<file path="config.mk">
export PLATFORM = sky130hd
export DESIGN_NAME = rr_onehot_arbiter
export DESIGN_NICKNAME = d
export VERILOG_FILES = /design/src/rtl/arb_pkg.sv /design/src/rtl/rr_pick.sv /design/src/rtl/rr_onehot_arbiter.sv
export SDC_FILE = /design/constraint.sdc
export NUM_CORES = 1
export LEC_CHECK = 0
export BUFFER_PORTS_ARGS = -buffer_cell sky130_fd_sc_hd__buf_2
export CORE_MARGIN = 5
export CORE_UTILIZATION = 55
export DETAILED_ROUTE_END_ITERATION = 8
export PLACE_DENSITY = 0.82
export SLEW_MARGIN = 40
export SYNTH_ARGS = -nofsm -noshare
export SYNTH_HDL_FRONTEND = slang
export SYNTH_SLANG_ARGS = --single-unit
</file>
<file path="constraint.sdc">
create_clock -name clk -period 5.06 [get_ports clk]
set_input_delay 0.253 -clock clk [delete_from_list [all_inputs] [get_ports clk]]
set_output_delay 0.253 -clock clk [all_outputs]
set_load 0.01 [all_outputs]
</file>
<file path="src/rtl/arb_pkg.sv">
// ============================================================================
// arb_pkg : shared state encoding, hold-counter width and one-hot index helper
// Rev 1.0
// ============================================================================
`default_nettype none

package arb_pkg;

  typedef enum logic [0:0] {
    ST_IDLE  = 1'b0,
    ST_GRANT = 1'b1
  } state_t;

  localparam int HOLD_W = 8;

  // Index of the set bit in a one-hot vector (up to 16 requesters).
  function automatic logic [3:0] onehot_idx(input logic [15:0] vec);
    logic [3:0] idx;
    idx = '0;
    for (int i = 0; i < 16; i++) begin
      if (vec[i]) idx = idx | 4'(i);
    end
    return idx;
  endfunction

endpackage

`default_nettype wire

</file>
<file path="src/rtl/rr_pick.sv">
// ============================================================================
// rr_pick : combinational round-robin select, lowest set bit at or above ptr
// Rev 1.0
// ============================================================================
`default_nettype none

module rr_pick #(
  parameter int N     = 4,
  parameter int PTR_W = 2
) (
  input  logic [N-1:0]     req,
  input  logic [PTR_W-1:0] ptr,
  output logic [N-1:0]     pick,
  output logic             any
);

  logic [N-1:0] rot;
  logic [N-1:0] sel;

  // Rotate so ptr lands on bit 0, isolate the lowest set bit, rotate back.
  always_comb begin
    rot  = '0;
    pick = '0;
    for (int j = 0; j < N; j++) begin
      rot[j] = req[(j + int'(ptr)) % N];
    end
    sel = rot & (~rot + 1'b1);
    for (int j = 0; j < N; j++) begin
      pick[(j + int'(ptr)) % N] = sel[j];
    end
    any = |req;
  end

endmodule

`default_nettype wire

</file>
<file path="src/rtl/rr_onehot_arbiter.sv">
// ============================================================================
// rr_onehot_arbiter : round-robin arbiter with registered one-hot grant held
// until done. Optional forced release enabled by macro ARB_TIMEOUT_EN.
// Rev 1.0
// ============================================================================
`default_nettype none

module rr_onehot_arbiter
  import arb_pkg::*;
#(
  parameter int N        = 4,
  parameter int MAX_HOLD = 15
) (
  input  logic         clk,
  input  logic         rst,
  input  logic [N-1:0] req,
  input  logic         done,
  output logic [N-1:0] grant,
  output logic         grant_vld,
  output logic         busy
`ifdef ARB_TIMEOUT_EN
  ,
  output logic         timeout
`endif
);

  localparam int PTR_W = (N > 1) ? $clog2(N) : 1;

  state_t             state_q, state_d;
  logic [PTR_W-1:0]   ptr_q, ptr_d;
  logic [N-1:0]       grant_q, grant_d;
  logic [PTR_W-1:0]   owner;
  logic [PTR_W-1:0]   next_ptr;
  logic [PTR_W-1:0]   pick_ptr;
  logic [N-1:0]       pick;
  logic               any;
  logic               limit;

`ifdef ARB_TIMEOUT_EN
  logic [HOLD_W-1:0]  hold_q, hold_d;
  logic               timeout_q, timeout_d;

  assign limit   = (hold_q == HOLD_W'(MAX_HOLD));
  assign timeout = timeout_q;
`else
  logic [31:0]        unused_max_hold;

  assign limit           = 1'b0;
  assign unused_max_hold = MAX_HOLD;
`endif

  assign owner    = PTR_W'(onehot_idx(16'(grant_q)));
  assign next_ptr = (owner == PTR_W'(N - 1)) ? '0 : owner + 1'b1;
  // On release the search already starts after the outgoing owner.
  assign pick_ptr = (state_q == ST_GRANT) ? next_ptr : ptr_q;

  rr_pick #(
    .N     (N),
    .PTR_W (PTR_W)
  ) u_pick (
    .req  (req),
    .ptr  (pick_ptr),
    .pick (pick),
    .any  (any)
  );

  always_comb begin
    state_d = state_q;
    ptr_d   = ptr_q;
    grant_d = grant_q;
`ifdef ARB_TIMEOUT_EN
    hold_d    = hold_q;
    timeout_d = 1'b0;
`endif
    case (state_q)
      ST_IDLE: begin
        if (any) begin
          state_d = ST_GRANT;
          grant_d = pick;
`ifdef ARB_TIMEOUT_EN
          hold_d  = '0;
`endif
        end
      end
      ST_GRANT: begin
        if (done || limit) begin
          ptr_d = next_ptr;
`ifdef ARB_TIMEOUT_EN
          timeout_d = limit & ~done;
          hold_d    = '0;
`endif
          if (any) begin
            grant_d = pick;
          end else begin
            state_d = ST_IDLE;
            grant_d = '0;
          end
        end else begin
`ifdef ARB_TIMEOUT_EN
          hold_d = hold_q + 1'b1;
`endif
        end
      end
      default: begin
        state_d = ST_IDLE;
        grant_d = '0;
      end
    endcase
  end

  always_ff @(posedge clk) begin
    if (rst) begin
      state_q <= ST_IDLE;
      ptr_q   <= '0;
      grant_q <= '0;
`ifdef ARB_TIMEOUT_EN
      hold_q    <= '0;
      timeout_q <= 1'b0;
`endif
    end else begin
      state_q <= state_d;
      ptr_q   <= ptr_d;
      grant_q <= grant_d;
`ifdef ARB_TIMEOUT_EN
      hold_q    <= hold_d;
      timeout_q <= timeout_d;
`endif
    end
  end

  assign grant     = grant_q;
  assign grant_vld = (state_q == ST_GRANT);
  assign busy      = grant_vld;

endmodule

`default_nettype wire

</file>
==> reports/metrics.yaml, run 1 <==
power_leakage_nw: 0.383
hold_ws_ps: 240
dp_cells: 122
nets: 125
powerDensity_mw_per_mm2: 599
layout_setup_ws_ps: 2080
r2r_setup_slack_ps: 2080
drive_gt1_share_pct: 29.1
synth_top_area_cell: "dfxtp_1"
gr-total-overflow: 0
rows: 14
worst_r2r_startpoint: "busy"
crit_path_top_delay_cell: "dfxtp_1"
slew_viol_final: 0
yosys_warnings: 0
cts_buffer_depth: 2
grt_pass1_vias: 738
tightest_slew_ps: 828
area_delta_synth_final_pct: 9.53
initial_core_util_pct: 56.2
coreArea_mm2: 0.00147
cp-start-kind: "register"
finalHoldViolCount: 0
combPwrFrac_pct: 71.7
fillers: 139
clock_skew_ps: 0.584
multi_input_area_um2: 638
htree_num_levels: 1
setup_viol: 0
routed_wl_um: 2040
pre_cts_slack_ps: 2150
synth_edf_count: 0
rr_worst_depth: 8
syn_inst: 98
fin_crit_ps: 2980
synth_ff_type: "dfxtp_1"
cp.arrival_ps: 3130
worst-setup-path-type: "reg2reg"
drc: 0
fmax_mhz: 335
grt_max_degree: 11
grt_pass1_wl_um: 3400
root_buffer: "clkbuf_4"
dieArea_mm2: 0.00238
antenna_found_initial: 0
synth-async-reset-ratio_pct: 0
first_pass_iters: 4
portBuffers: 12
antenna_cells: 0
critPathMaxFanout: 10
gp_congestion: 0.874
switching_share_pct: 48.8
switchingPower_mw: 0.265
max_stage_delay_ps: 460
pwr-share-seq_pct: 18.5
stdcell_count: 126
p_int_mw: 0.278
postCtsSetupRepairBufs: 0
outcome: "completed"
ctsHoldBuffers: 0
period_share_pct: 58.9
r2r-end: "grant[0]"
rsz0062_at_grt: "false"
critPathCaptureType: "register"
cts_sinks: 7
slew_headroom_pct: 44.1
routedWlPerCell_um: 16.2
num_vias: 838
min-delay-start: "rst"
p_clk_share_pct: 9.9
fp.dieW_um: 48.8
ios: 13
cts.clk_slew.worst_paths_ps: 60
crit_required_ps: 5210
synth_nets: 112
track_usage_pct: 17.8
regArea_um2: 140
die_h_um: 48.8
synthesis.area_um2: 827
cts_tree: "built"
cts_resized: 0
worstHoldPathCells: 2
yosys.area.top_type_share_pct: 16.9
utilization_pct: 61.6
hpwl_um: 1550
vias_per_cell: 6.65
holdPathEnd: "busy"
synth_cell_types: 52
insertion_delay_ps: 260
crit_chain: "or2b_1 -> o22a_2 -> ha_1 -> mux2_2 -> o21ai_0 -> a21oi_2 -> a221o_1 -> a32o_1"
ys_seq_area_share_pct: 16.9
cap_violations: 0
setup_tns_ps: 0
antenna_left: 0
cts_buffers: 3
drtIter0Drc: 38
synth_seq_cells: 7
syn_area_per_cell_um2: 8.44
vdd_drop_max_mv: 0.233
hold_class: "in2reg"
synth.area.top_cells: "dfxtp_1 17%, ha_1 11%, nor2_1 3.2%"
## power by group through the flow
stage          clock network, mW  logic, mW  registers [mW]
2_1_floorplan                  0      0.311          0.0979
3_3_place_gp                   0      0.370          0.0976
3_5_place_dp                   0      0.380           0.101
4_1_cts                   0.0538      0.385          0.0997
5_1_grt                   0.0580      0.424           0.104
6_report                  0.0536      0.389           0.100
## how the worst max path moves through the flow
stage | slack [ps] | endpoint | startpoint | cells after the start
detailed placement | 2150 | grant[0] | busy | 8
global route | 1950 | grant[0] | busy | 8
floorplan | 2370 | grant[3] | busy | 8
global placement | 2320 | grant[0] | busy | 8
CTS | 2110 | grant[0] | busy | 8
finish | 2080 | grant[0] | busy | 8
## cell usage in the layout (no fill, tap or decap), drive strengths merged, types with 2 or more instances in the layout
master and n:
nor4 2, a221o 2, a22oi 2, a32o 2, a221oi 2, nand2 6, or2 3, a31o 2
nor2 7, clkbuf 4, nor2b 3, a21oi 4, nand3 4, o21ai 5, or2b 3, nor3 3
buf 12, ha 7, dfxtp 7, o211ai 2, inv 5
## stage by stage
stage	area, µm²	total power [mW]
detailed placement	880	0.481
global route	906	0.586
CTS	906	0.538
global placement	880	0.467
finish	906	0.543
floorplan	827	0.409
## layer usage
metal	up-vias	part of all wire [%]	global-route usage (%)
li1	400	-	-
met1	386	40	21.8
met2	42	48	28.3
met3	10	7.1	2.14
met4	0	4.9	13.0
met5	-	0	0
## flip-flops by register name, indices dropped and copies added, names as in the netlist
register  flops
ptr_q         2
grant         4
busy          1
## cells in the mapped netlist, types with 2 or more instances
| library cell | count |
|---|---|
| dfxtp_1 | 7 |
| ha_1 | 7 |
| nor2_1 | 7 |
| nand2_1 | 5 |
| o21ai_0 | 5 |
| nand3_1 | 4 |
| a21oi_1 | 3 |
| inv_1 | 3 |
| nor2b_1 | 3 |
| nor3_1 | 3 |
| or2_2 | 3 |
| a221o_1 | 2 |
| a221oi_1 | 2 |
| a22oi_1 | 2 |
| a31o_2 | 2 |
| a32o_1 | 2 |
| nor4_1 | 2 |
| or2b_1 | 2 |
## critical path, delay by kind of cell, from the launching register on
family                     cells  cell delay [ps]
DFF                            1              460
and+or+nand+nor                1              280
adders and majority gates      1              410
AOI/OAI and AO/OA              5             1360
muxes                          1              350
## cell families after synthesis
group	after synthesis	share of synthesized area, %
buffers and inverters	9	5.90
flip-flops	7	16.9
adder cells (fa/ha/maj)	7	10.6
XOR/XNOR	1	1.06
AO/OA/AOI/OAI	32	32.4
AND/OR/NAND/NOR	40	30.6
multiplexers	2	2.57
## layout make-up
cell class	instances	area share, %
timing repair buffer	12	6.63
sequential	7	15.5
clock buffer	4	2.90
multi-input combinational	82	70.4
tap	16	2.21
inverter	5	2.35
Note: power is estimated with default switching activity, not from simulation.
==> run 2, diff against run 1 <==
--- a/config.mk
+++ b/config.mk
@@ -7,9 +7,9 @@
 export LEC_CHECK = 0
 export BUFFER_PORTS_ARGS = -buffer_cell sky130_fd_sc_hd__buf_2
 export CORE_MARGIN = 5
-export CORE_UTILIZATION = 55
+export CORE_UTILIZATION = 49
 export DETAILED_ROUTE_END_ITERATION = 8
-export PLACE_DENSITY = 0.82
+export PLACE_DENSITY = 0.77
 export SLEW_MARGIN = 40
 export SYNTH_ARGS = -nofsm -noshare
 export SYNTH_HDL_FRONTEND = slang
==> constraint.sdc (replaced) <==
create_clock -name clk -period 2.49 [get_ports clk]
set_input_delay 0.1245 -clock clk [delete_from_list [all_inputs] [get_ports clk]]
set_output_delay 0.1245 -clock clk [all_outputs]
set_load 0.01 [all_outputs]
==> reports/metrics.yaml, run 2 (synthesized netlist as in run 1, its figures left out) <==
max_stage_delay_ps: 470  # about the same
critPathMaxFanout: 6  # -4
powerDensity_mw_per_mm2: 1240  # +110%
gp_congestion: 0.837  # -4.3%
fillers: 136  # -2.2%
cp-start-kind: "register"
first_pass_iters: 4  # unchanged
routed_wl_um: 2060  # +0.98%
power_mw: 1.24  # +130%
portBuffers: 12  # unchanged
grt_pass1_wl_um: 3290  # -3.2%
dieArea_mm2: 0.00261  # +9.7%
ios: 13  # unchanged
cts_tree: "built"
antenna_found_initial: 0  # unchanged
cts_sinks: 7  # unchanged
die_h_um: 51.1  # +4.7%
worst-setup-path-type: "reg2reg"
fin_crit_ps: 2400  # -583 ps
coreArea_mm2: 0.00156  # +6.0%
crit_chain: "or3b_4 -> nand2_8 -> ha_4 -> or4_1 -> nor3_1 -> a31oi_2 -> a21o_1 -> a211oi_1"
final_cell_mix: "12 x buf_2, 8 x buf_4, 7 x nor2_1"
finalHoldViolCount: 0  # unchanged
nets: 133  # +6.4%
cts.clk_slew.worst_paths_ps: 50  # about the same
antenna_left: 0  # unchanged
hold_ws_ps: 94.0  # -146 ps
htree_num_levels: 1  # unchanged
r2r_setup_slack_ps: 90  # -1990 ps
slew_viol_final: 0  # unchanged
setup_viol: 0  # unchanged
gr-total-overflow: 0  # unchanged
outcome: "completed"
clock_skew_ps: 4.97  # +4.39 ps
track_usage_pct: 16.5  # -1.3 points
cts_buffers: 3  # unchanged
grt_max_degree: 11  # unchanged
crit_path_top_delay_cell: "or4_1"
root_buffer: "clkbuf_4"
hold_class: "in2reg"
vdd_drop_max_mv: 0.566  # +140%
drc: 0  # unchanged
initial_core_util_pct: 53.0  # -3.2 points
antenna_cells: 0  # unchanged
grt_pass1_vias: 715  # -3.1%
tightest_slew_ps: 347  # -482 ps
routedWlPerCell_um: 15.4  # -5.0%
layout_setup_ws_ps: 90.4  # -1990 ps
fp.dieW_um: 51.1  # +4.7%
slew_headroom_pct: 76.6  # +33 points
rows: 14  # unchanged
mostFrequentLayoutCell: "buf_2"
insertion_delay_ps: 260  # about the same
pre_cts_slack_ps: -4.70  # -2160 ps
area_delta_synth_final_pct: 21.3
cap_violations: 0  # unchanged
cts_buffer_depth: 2  # unchanged
crit_required_ps: 2660  # -2550 ps
regArea_um2: 144  # +2.7%
num_vias: 843  # +0.60%
power_leakage_nw: 0.431  # +13%
drive_gt1_share_pct: 37.3  # +8.2 points
critPathCaptureType: "register"
largest_reg_flops: 4  # unchanged
drtIter0Drc: 32  # -16%
cp.arrival_ps: 2570  # -560 ps
vias_per_cell: 6.29  # -5.4%
hpwl_um: 1540  # -0.32%
period_share_pct: 96.4  # +37 points
rsz0062_at_grt: "false"
fmax_mhz: 417  # +24%
multi_input_area_um2: 672  # +5.3%
-- run 2: changes by cell type in the layout (fill, tap and decap cells not counted), sizes merged --
cell / previous run / this run
buf: 12 / 20
-- run 2: stage by stage --
stage          TNS [ps]  area (µm²)  utilization, %  cells
2_1_floorplan         0         841               -     98
3_3_place_gp          0         946            60.7    129
3_5_place_dp      -4.79         946            60.7    129
4_1_cts               0         976            62.6    133
5_1_grt               0        1000            64.4    134
6_report              0        1000            64.4    134
-- run 2: worst max-delay path, delay by kind of cell (launching register included) --
kind / cells / cell delay (ps)
and+or+nand+nor: 4 / 1220
DFF: 1 / 350
AOI/OAI and AO/OA: 3 / 530
adders and majority gates: 1 / 210
-- run 2: final timing paths --
path	depth (start not counted)	start	endpoint
max reg2reg	8	grant[3]	grant[1]
min	2	rst	busy
min reg2reg	1	grant[0]	grant[0]
max	8	grant[3]	grant[1]
-- run 2: layout make-up --
cell class	instances	share of cell area, %
well taps	16	2.00
repair buffers	20	12.0
clock buffers	4	2.62
inverters	5	2.12
flip-flops and latches	7	14.3
multi-input cells	82	67.0
-- run 2: metal layers --
metal  global-route usage [%]  vias to the layer above  wire length (µm)
met5                        0                        -                 0
met4                     10.8                        0                68
met3                    0.872                        6                90
met2                     25.3                       26               944
met1                     22.3                      396               958
li1                         -                      415                 -
-- run 2: what timing repair did --
action | CTS | global route
pin swaps | 0 | 2
gates resized for setup | 1 | 4
endpoints found under the setup margin | 2 | 2
buffers inserted | 0 | 1
hold buffers | 0 | 0
-- run 2: power by group --
| group | internal, mW | switching [mW] |
|---|---|---|
| clock network | 0.0613 | 0.0441 |
| registers | 0.151 | 0.0358 |
| logic | 0.462 | 0.489 |
